$ cat config.mk
export PLATFORM = sky130hd
export DESIGN_NAME = mdu
export DESIGN_NICKNAME = d
export VERILOG_FILES = /design/src/rtl/mdu.sv
export SDC_FILE = /design/constraint.sdc
export NUM_CORES = 1
export LEC_CHECK = 0
export CORE_AREA = 2 2 217 219
export CTS_CLUSTER_SIZE = 40
export DETAILED_ROUTE_END_ITERATION = 6
export DIE_AREA = 0 0 219 221
export GPL_ROUTABILITY_DRIVEN = 0
export SLEW_MARGIN = 25
export SYNTH_ARGS = -nofsm -noshare
export SYNTH_HDL_FRONTEND = slang
export SYNTH_SLANG_ARGS = --single-unit
$ cat constraint.sdc
create_clock -name clk -period 7.4 [get_ports clk]
set_clock_uncertainty 0.15 [all_clocks]
set_input_delay 1.48 -clock clk [delete_from_list [all_inputs] [get_ports clk]]
set_output_delay 1.48 -clock clk [all_outputs]
set_load 0.05 [all_outputs]
$ cat src/rtl/mdu.sv
// Iterative MULT/MULTU/DIV/DIVU unit with HI/LO registers; mult/div results land W+1 cycles after issue, MTHI/MTLO land next cycle.
// Latency: W+1 cycles for mult/div with a one-cycle done pulse; 1 cycle for MTHI/MTLO. Backpressure: start is ignored while busy, so issue must stall on busy.
module mdu #(
    parameter int WORD_WIDTH = 32
) (
    input  logic                  clk,
    input  logic                  rstn,
    input  logic                  start,
    input  logic [2:0]            MDUOp,
    input  logic [WORD_WIDTH-1:0] inA,
    input  logic [WORD_WIDTH-1:0] inB,
    input  logic                  flush,
    output logic                  busy,
    output logic                  done,
    output logic [WORD_WIDTH-1:0] hi,
    output logic [WORD_WIDTH-1:0] lo
);
    localparam int W  = WORD_WIDTH;
    localparam int CW = (W > 1) ? $clog2(W) : 1;

    localparam logic [2:0] OP_MULT  = 3'd1;
    localparam logic [2:0] OP_MULTU = 3'd2;
    localparam logic [2:0] OP_DIV   = 3'd3;
    localparam logic [2:0] OP_DIVU  = 3'd4;
    localparam logic [2:0] OP_MTHI  = 3'd5;
    localparam logic [2:0] OP_MTLO  = 3'd6;

    typedef enum logic [1:0] {IDLE, RUN, FIX} state_e;

    state_e         state_q, state_d;
    logic [CW-1:0]  cnt_q, cnt_d;
    logic [2*W-1:0] acc_q, acc_d;       // multiply: {partial product, remaining multiplier}
    logic [W-1:0]   a_q, a_d;           // multiplicand, or dividend shifting out / quotient shifting in
    logic [W-1:0]   b_q, b_d;           // divisor magnitude
    logic [W-1:0]   rem_q, rem_d;
    logic           div_q, div_d;
    logic           neg_res_q, neg_res_d;
    logic           neg_rem_q, neg_rem_d;
    logic           dz_q, dz_d;
    logic [W-1:0]   hi_q, hi_d, lo_q, lo_d;
    logic           done_q, done_d;

    logic           is_signed, is_md;
    logic [W-1:0]   mag_a, mag_b, mul_addend, quo, rmd;
    logic [W:0]     add_sum, shifted, diff;
    logic [2*W-1:0] prod;

    always_comb begin
        is_signed  = (MDUOp == OP_MULT) || (MDUOp == OP_DIV);
        is_md      = (MDUOp == OP_MULT) || (MDUOp == OP_MULTU) ||
                     (MDUOp == OP_DIV)  || (MDUOp == OP_DIVU);
        // The most-negative value negates to itself, which is its correct unsigned magnitude.
        mag_a      = (is_signed && inA[W-1]) ? -inA : inA;
        mag_b      = (is_signed && inB[W-1]) ? -inB : inB;
        mul_addend = acc_q[0] ? a_q : {W{1'b0}};
        add_sum    = {1'b0, acc_q[2*W-1:W]} + {1'b0, mul_addend};
        shifted    = {rem_q, a_q[W-1]};
        diff       = shifted - {1'b0, b_q};
        prod       = neg_res_q ? -acc_q : acc_q;
        quo        = neg_res_q ? -a_q : a_q;
        // A zero divisor leaves the dividend magnitude in rem, so sign restore yields inA as issued.
        rmd        = neg_rem_q ? -rem_q : rem_q;
    end

    always_comb begin
        state_d   = state_q;
        cnt_d     = cnt_q;
        acc_d     = acc_q;
        a_d       = a_q;
        b_d       = b_q;
        rem_d     = rem_q;
        div_d     = div_q;
        neg_res_d = neg_res_q;
        neg_rem_d = neg_rem_q;
        dz_d      = dz_q;
        hi_d      = hi_q;
        lo_d      = lo_q;
        done_d    = 1'b0;
        unique case (state_q)
            IDLE: begin
                if (start && is_md) begin
                    state_d   = RUN;
                    cnt_d     = '0;
                    a_d       = mag_a;
                    b_d       = mag_b;
                    acc_d     = {{W{1'b0}}, mag_b};
                    rem_d     = '0;
                    div_d     = (MDUOp == OP_DIV) || (MDUOp == OP_DIVU);
                    neg_res_d = is_signed && (inA[W-1] ^ inB[W-1]);
                    neg_rem_d = is_signed && inA[W-1];
                    dz_d      = (inB == '0);
                end else if (start && MDUOp == OP_MTHI) begin
                    hi_d = inA;
                end else if (start && MDUOp == OP_MTLO) begin
                    lo_d = inA;
                end
            end
            RUN: begin
                if (div_q) begin
                    rem_d = diff[W] ? shifted[W-1:0] : diff[W-1:0];
                    a_d   = {a_q[W-2:0], ~diff[W]};
                end else begin
                    acc_d = {add_sum, acc_q[W-1:1]};
                end
                cnt_d = cnt_q + 1'b1;
                if (cnt_q == CW'(W - 1)) state_d = FIX;
            end
            FIX: begin
                state_d = IDLE;
                done_d  = 1'b1;
                if (div_q) begin
                    hi_d = rmd;
                    lo_d = dz_q ? {W{1'b1}} : quo;
                end else begin
                    hi_d = prod[2*W-1:W];
                    lo_d = prod[W-1:0];
                end
            end
            default: state_d = IDLE;
        endcase
        // Squash beats both a new issue and a pending commit.
        if (flush) begin
            state_d = IDLE;
            cnt_d   = '0;
            done_d  = 1'b0;
            hi_d    = hi_q;
            lo_d    = lo_q;
        end
    end

    always_ff @(posedge clk or negedge rstn) begin
        if (!rstn) begin
            state_q   <= IDLE;
            cnt_q     <= '0;
            acc_q     <= '0;
            a_q       <= '0;
            b_q       <= '0;
            rem_q     <= '0;
            div_q     <= 1'b0;
            neg_res_q <= 1'b0;
            neg_rem_q <= 1'b0;
            dz_q      <= 1'b0;
            hi_q      <= '0;
            lo_q      <= '0;
            done_q    <= 1'b0;
        end else begin
            state_q   <= state_d;
            cnt_q     <= cnt_d;
            acc_q     <= acc_d;
            a_q       <= a_d;
            b_q       <= b_d;
            rem_q     <= rem_d;
            div_q     <= div_d;
            neg_res_q <= neg_res_d;
            neg_rem_q <= neg_rem_d;
            dz_q      <= dz_d;
            hi_q      <= hi_d;
            lo_q      <= lo_d;
            done_q    <= done_d;
        end
    end

    assign busy = (state_q != IDLE);
    assign done = done_q;
    assign hi   = hi_q;
    assign lo   = lo_q;
endmodule

* Word-level counts from Yosys, hierarchy flattened
Index checks and enable logic that the tools add are counted.
W data, S select, Z words.
** Word-level totals
- Input port bits :: 71
- Memory bits (read-only) :: 0
- Latch bits :: 0
- Output and inout bits :: 66
- Memories kept :: 0
- Memory bits (writable) :: 0
- Bits in registers :: 236
** Cells by class
- Add/sub/neg operators :: 8
- Shifts and indexed selects :: 0
- Reduce and logical (&&, ||, !) cells :: 24
- Mux-type cells :: 35
- Eq/ne operators :: 18
- Order comparisons :: 0
- Divide/modulo/power cells :: 0
- Bitwise operators :: 3
- Multiply operators :: 0
** Operators with widths (number)
- $mux W32 :: 18
- $pmux W32 S2 :: 4
- $mux W64 :: 3
- $neg A32 Y32 :: 4
- $pmux W64 S2 :: 1
- $neg A64 Y64 :: 1
- $add A32 B32 Y33 :: 1
- $sub A33 B32 Y33 :: 1
- $logic_not A32 Y1 :: 1
- $ne A2 B2 Y1 const B :: 7
- $mux W5 :: 2
- $pmux W5 S2 :: 1
- $eq A3 B3 Y1 const B :: 3
- $eq A3 B2 Y1 const B :: 2
- $logic_and A1 B1 Y1 :: 6
- $mux W2 :: 3
- $ne A3 B3 Y1 const B :: 2
- $reduce_and A2 Y1 :: 3
- $reduce_and A3 Y1 :: 2
- $reduce_bool A2 Y1 :: 3
- $add A5 B1 Y5 const B :: 1
- $eq A5 B5 Y1 const B :: 1
- $logic_or A1 B1 Y1 :: 5
- $reduce_and A5 Y1 :: 1
- other kinds (10) :: 12

* Longest topological paths before layout
- Depth in word-level cells :: 8
- Depth in mapped cells :: 14
- Mapped depth without buffers :: 14

* Worst setup path after synthesis
OpenSTA, ideal clock, no wires.
- Kind :: input -> register
- Start :: in inB[0]
- End :: reg acc_q[30]
- Stages on the path :: 12
- Arrival time :: 3651 ps
- Setup slack :: 3465 ps
- Required time :: 7116 ps
- Library setup time :: 134 ps
- Cell sequence :: inv_1 > ha_1 > or3b_2 > or4_1 > clkbuf_1 > nor3_1 > nand2_1 > o31ai_1 > xor2_1 > nand2_1 > o21ai_0 > o21ai_0
** Between the ends
- Cells in the longest elaborated chain, start to end :: 4
** RTL lines
- from (decl) :: line 11 : input logic [WORD_WIDTH-1:0] inB,
- $neg A32 Y32 :: line 54 : mag_b = (is_signed && inB[W-1]) ? -inB : inB;
- $mux W32 :: line 54
- $mux W64 :: line 81 : if (start && is_md) begin
- $pmux W64 S2 :: line 79 : unique case (state_q)
- to (signal assigned) :: line 135 : acc_q <= '0;
- to (signal assigned) :: line 149 : acc_q <= acc_d;
- to (decl) :: line 32 : logic [2*W-1:0] acc_q, acc_d;
Every way passes these cells. The select of a mux whose other input is x is not followed.
A chain may end at the register's enable or synchronous reset.

* Worst setup path in the final report
- Start :: reg a_q[31]
- End :: reg a_q[0]
** Between the ends
- Cells in the longest elaborated chain, start to end :: 4
** RTL lines
- from (decl) :: line 33 : logic [W-1:0] a_q, a_d;
- from (signal assigned) :: line 136 : a_q <= '0;
- from (signal assigned) :: line 150 : a_q <= a_d;
- $sub A33 B32 Y33 :: line 58 : diff = shifted - {1'b0, b_q};
- $not A1 Y1 :: line 101 : a_d = {a_q[W-2:0], ~diff[W]};
- $mux W32 :: line 99 : if (div_q) begin
- $pmux W32 S2 :: line 79
Every way passes these cells. The select of a mux whose other input is x is not followed.

==> results.md <==
- Status: completed
- Die height: 221 um
- Final ANT Viol Nets: 0
- Slew @ Worst Pin: between 1000 and 1500 ps
- Final setup violation count: 0
- TNS Setup: 0 ps
- Seq cells post-synth: 236
- Switching Share: between 40% and 50%
- Die area: between 40000 and 50000 um2
- Layout cells sized above 1: 4.89%
- Fin. Hold Viols: 0
- Pwr/cell area: roughly 370 nW/um2
- Post-place instance area: 20000 um2
- Final min period: between 4000 and 5000 ps
- P_sw: between 3 and 4 mW
- Max_slew headroom: between 30% and 40%
- Net Count, Synth: 2465
- Leak: roughly 9 nW
- CP arrival: just under 5000 ps
- WL met1: roughly 29000 um
- CP endpoint kind: flip-flop
- Clock power share: 21.1%
- Final WL: ~67000 um
- Worst slack, placed: ~2400 ps
- DIE WIDTH: 219 um
- Cell internal pwr: roughly 4.2 mW
- Row cnt: about 80
- Drt drc: 0
- Critical path launch point type: flip-flop
- Number of hold buffers added after CTS: 0
- Post-CTS Setup Bufs: 0
- Part of the power in combinational logic: between 50% and 60%
- RSZ-0062 raised after global routing: false
- CP Max Fanout: 31
- Yosys top cell area share: 32.5%
- Met3 wire len: between 5000 and 6000 um
- Mapped Cells: ~2300
- Final setup margin: about 2800 ps
- Area of the mapped netlist: approximately 18000 um2
- Initial DRC count: 1939
- Async S/R FF share, synth: 100%
- Via density per instance: 5.97
- Hold/Removal Path Class: flip-flop to flip-flop
- CTS tree: yes
- Crit path required time: between 7000 and 8000 ps
- Clock Sinks: between 200 and 250
- Top post-synthesis cells by area: dfrtp_1, o21ai_0, nand2_1
- Slew Limit Fails: 0
- Layout fillers: between 4000 and 5000
- Top achievable clock speed: 0.219 GHz
- Largest net degree at the start of global routing: 92
- Clock insertion delay at the later pin of the skew report: around 580 ps
- I/O Pins: ~140
- First-pass GRT wire length: between 100000 and 150000 um
- Count of cells resized by post-cts repair: 0
- Met2 WL: 29200 um
- Vias: 17900
- Dpl cells: about 2900
- Seq/Total Area, Yosys: 32.5%
- Net count, final: 2512
- Mapped Avg Cell Area: about 8 um2
- Gr usage total: between 20% and 30%
- Yosys Warn Count: 0
- Max cap viols: 0
- WL/cell: approximately 22 um
- Core area: ~46000 um2
- Top Layer Used: met5
- Setup CP Type: flip-flop to flip-flop
- Initial Util: roughly 39%
- Number of flops mapped to enable cells by yosys: 0
- Commonest non-fill, non-tap cell in the layout: nand2_1
- Area grow syn2layout: 16.2%
- Synth unique cells: 72
- GRT overflow: 0
- Leading area contributor after synthesis: dfrtp_1
- Placed wire-length estimate: 50600 um
- Top FF cell, synth: dfrtp_1
- Worst r2r path cells: 13
- H-tree depth: 1
- Vias in the first global route: roughly 17000
- DRT Pass-1 Iters: 6
- TritonCTS Buffers: 29
- Hold depth: 2
- CTS Buffer Depth: 3
- Sequential share of power: about 28%
- Fin area: ~21000 um2
- Initial antenna violation count: 1
- Crit share post-route: between 60% and 70%
- Peak supply drop: approximately 0.44 mV
- Post-route insts no fill: about 3000
- Clock transition at path regs: 70 ps
- Most frequent cells in the layout: nand2_1, o21ai_0, dfrtp_1
- Input/output buffers: 136
- N_diodes: 0
- Root buffer cell: clkbuf_16
layout make-up:
class	instances	area, um2	share of cell area (%)
clock buffer	38	820	3.88
clock inverter	16	294	1.39
inverter	61	229	1.08
multi-input combinational	1881	11600	54.8
sequential	236	5910	28.0
tap	607	759	3.59
timing repair buffer	159	1540	7.28
metrics by stage:
stage | power (mW) | utilization, % | hold slack [ps]
finish | 7.92 | 45.9 | 328
global route | 8.41 | 45.9 | 354
CTS | 7.87 | 45.9 | 329
detailed placement | 6.19 | 43.5 | 316
global placement | 6.13 | 43.5 | 312
floorplan | 4.90 | - | 300
worst max-delay path: stages, from the launching register on:
cell and delay, ps:
dfrtp_1 490, inv_1 120, ha_1 240, fa_1 410
nor2b_1 180, o2111ai_1 190, a21oi_1 470, nor2_1 210
o31ai_1 490, a31oi_1 380, xnor2_2 210, buf_4 440
nand2_1 250, a22oi_1 210
worst paths after layout:
kind	start	to	slack (ps)
min in group asynchronous	rstn	lo[7]	770
worst max register to register	a_q[31]	a_q[0]	2840
worst min register to register	lo[9]	lo[9]	330
max in group asynchronous	rstn	b_q[17]	4900
worst min-delay path	lo[9]	lo[9]	330
worst max-delay path	a_q[31]	a_q[0]	2840
cell usage after synthesis (all sizes together), types with 3 or more instances:
library cell / number
nor3: 40
o211ai: 25
o2111ai: 3
o21bai: 6
nor3b: 5
a211o: 4
nand3b: 3
or4: 27
clkbuf: 128
a21o: 53
xnor2: 134
o311ai: 5
o221ai: 21
or2: 13
nor2b: 13
a32oi: 6
a31oi: 15
buf: 15
dfrtp: 236
xor2: 102
or3: 32
o22ai: 18
nor2: 140
nand3: 69
and2: 37
inv: 60
o41ai: 22
o21a: 8
o31ai: 51
a211oi: 9
o21ai: 321
and3: 8
nand2b: 13
a21oi: 151
ha: 71
nand4: 24
mux2i: 25
nor4: 18
nand2: 352
a221oi: 8
power by group through the flow:
stage,registers (mW),clock network (mW),logic [mW]
global route,2.30,1.75,4.37
detailed placement,2.25,0,3.93
floorplan,2.26,0,2.64
CTS,2.23,1.69,3.95
global placement,2.24,0,3.88
finish,2.25,1.67,4.01
routing by layer:
layer	GRT usage, %	up-vias
met3	4.27	138
met5	0	-
met2	41.2	736
met1	38.5	8637
li1	-	8387
met4	10.3	2
logic make-up after synthesis:
family / after synthesis / share of synthesized area [%]
AO/OA/AOI/OAI: 747 / 24.9
XOR/XNOR: 236 / 11.4
adder cells (fa/ha/maj): 73 / 5.11
buffers and inverters: 204 / 4.22
flip-flops: 236 / 32.5
multiplexers: 26 / 1.44
AND/OR/NAND/NOR: 799 / 20.5
state kept, by name, summed over array words and instances (netlist names):
| name | cells |
|---|---|
| lo | 32 |
| neg_res_q | 1 |
| neg_rem_q | 1 |
| hi | 32 |
| b_q | 32 |
| rem_q | 32 |
| div_q | 1 |
| state_q | 2 |
| done | 1 |
| acc_q | 64 |
| a_q | 32 |
| dz_q | 1 |
| cnt_q | 5 |
Power figures use the tool's default switching activity.
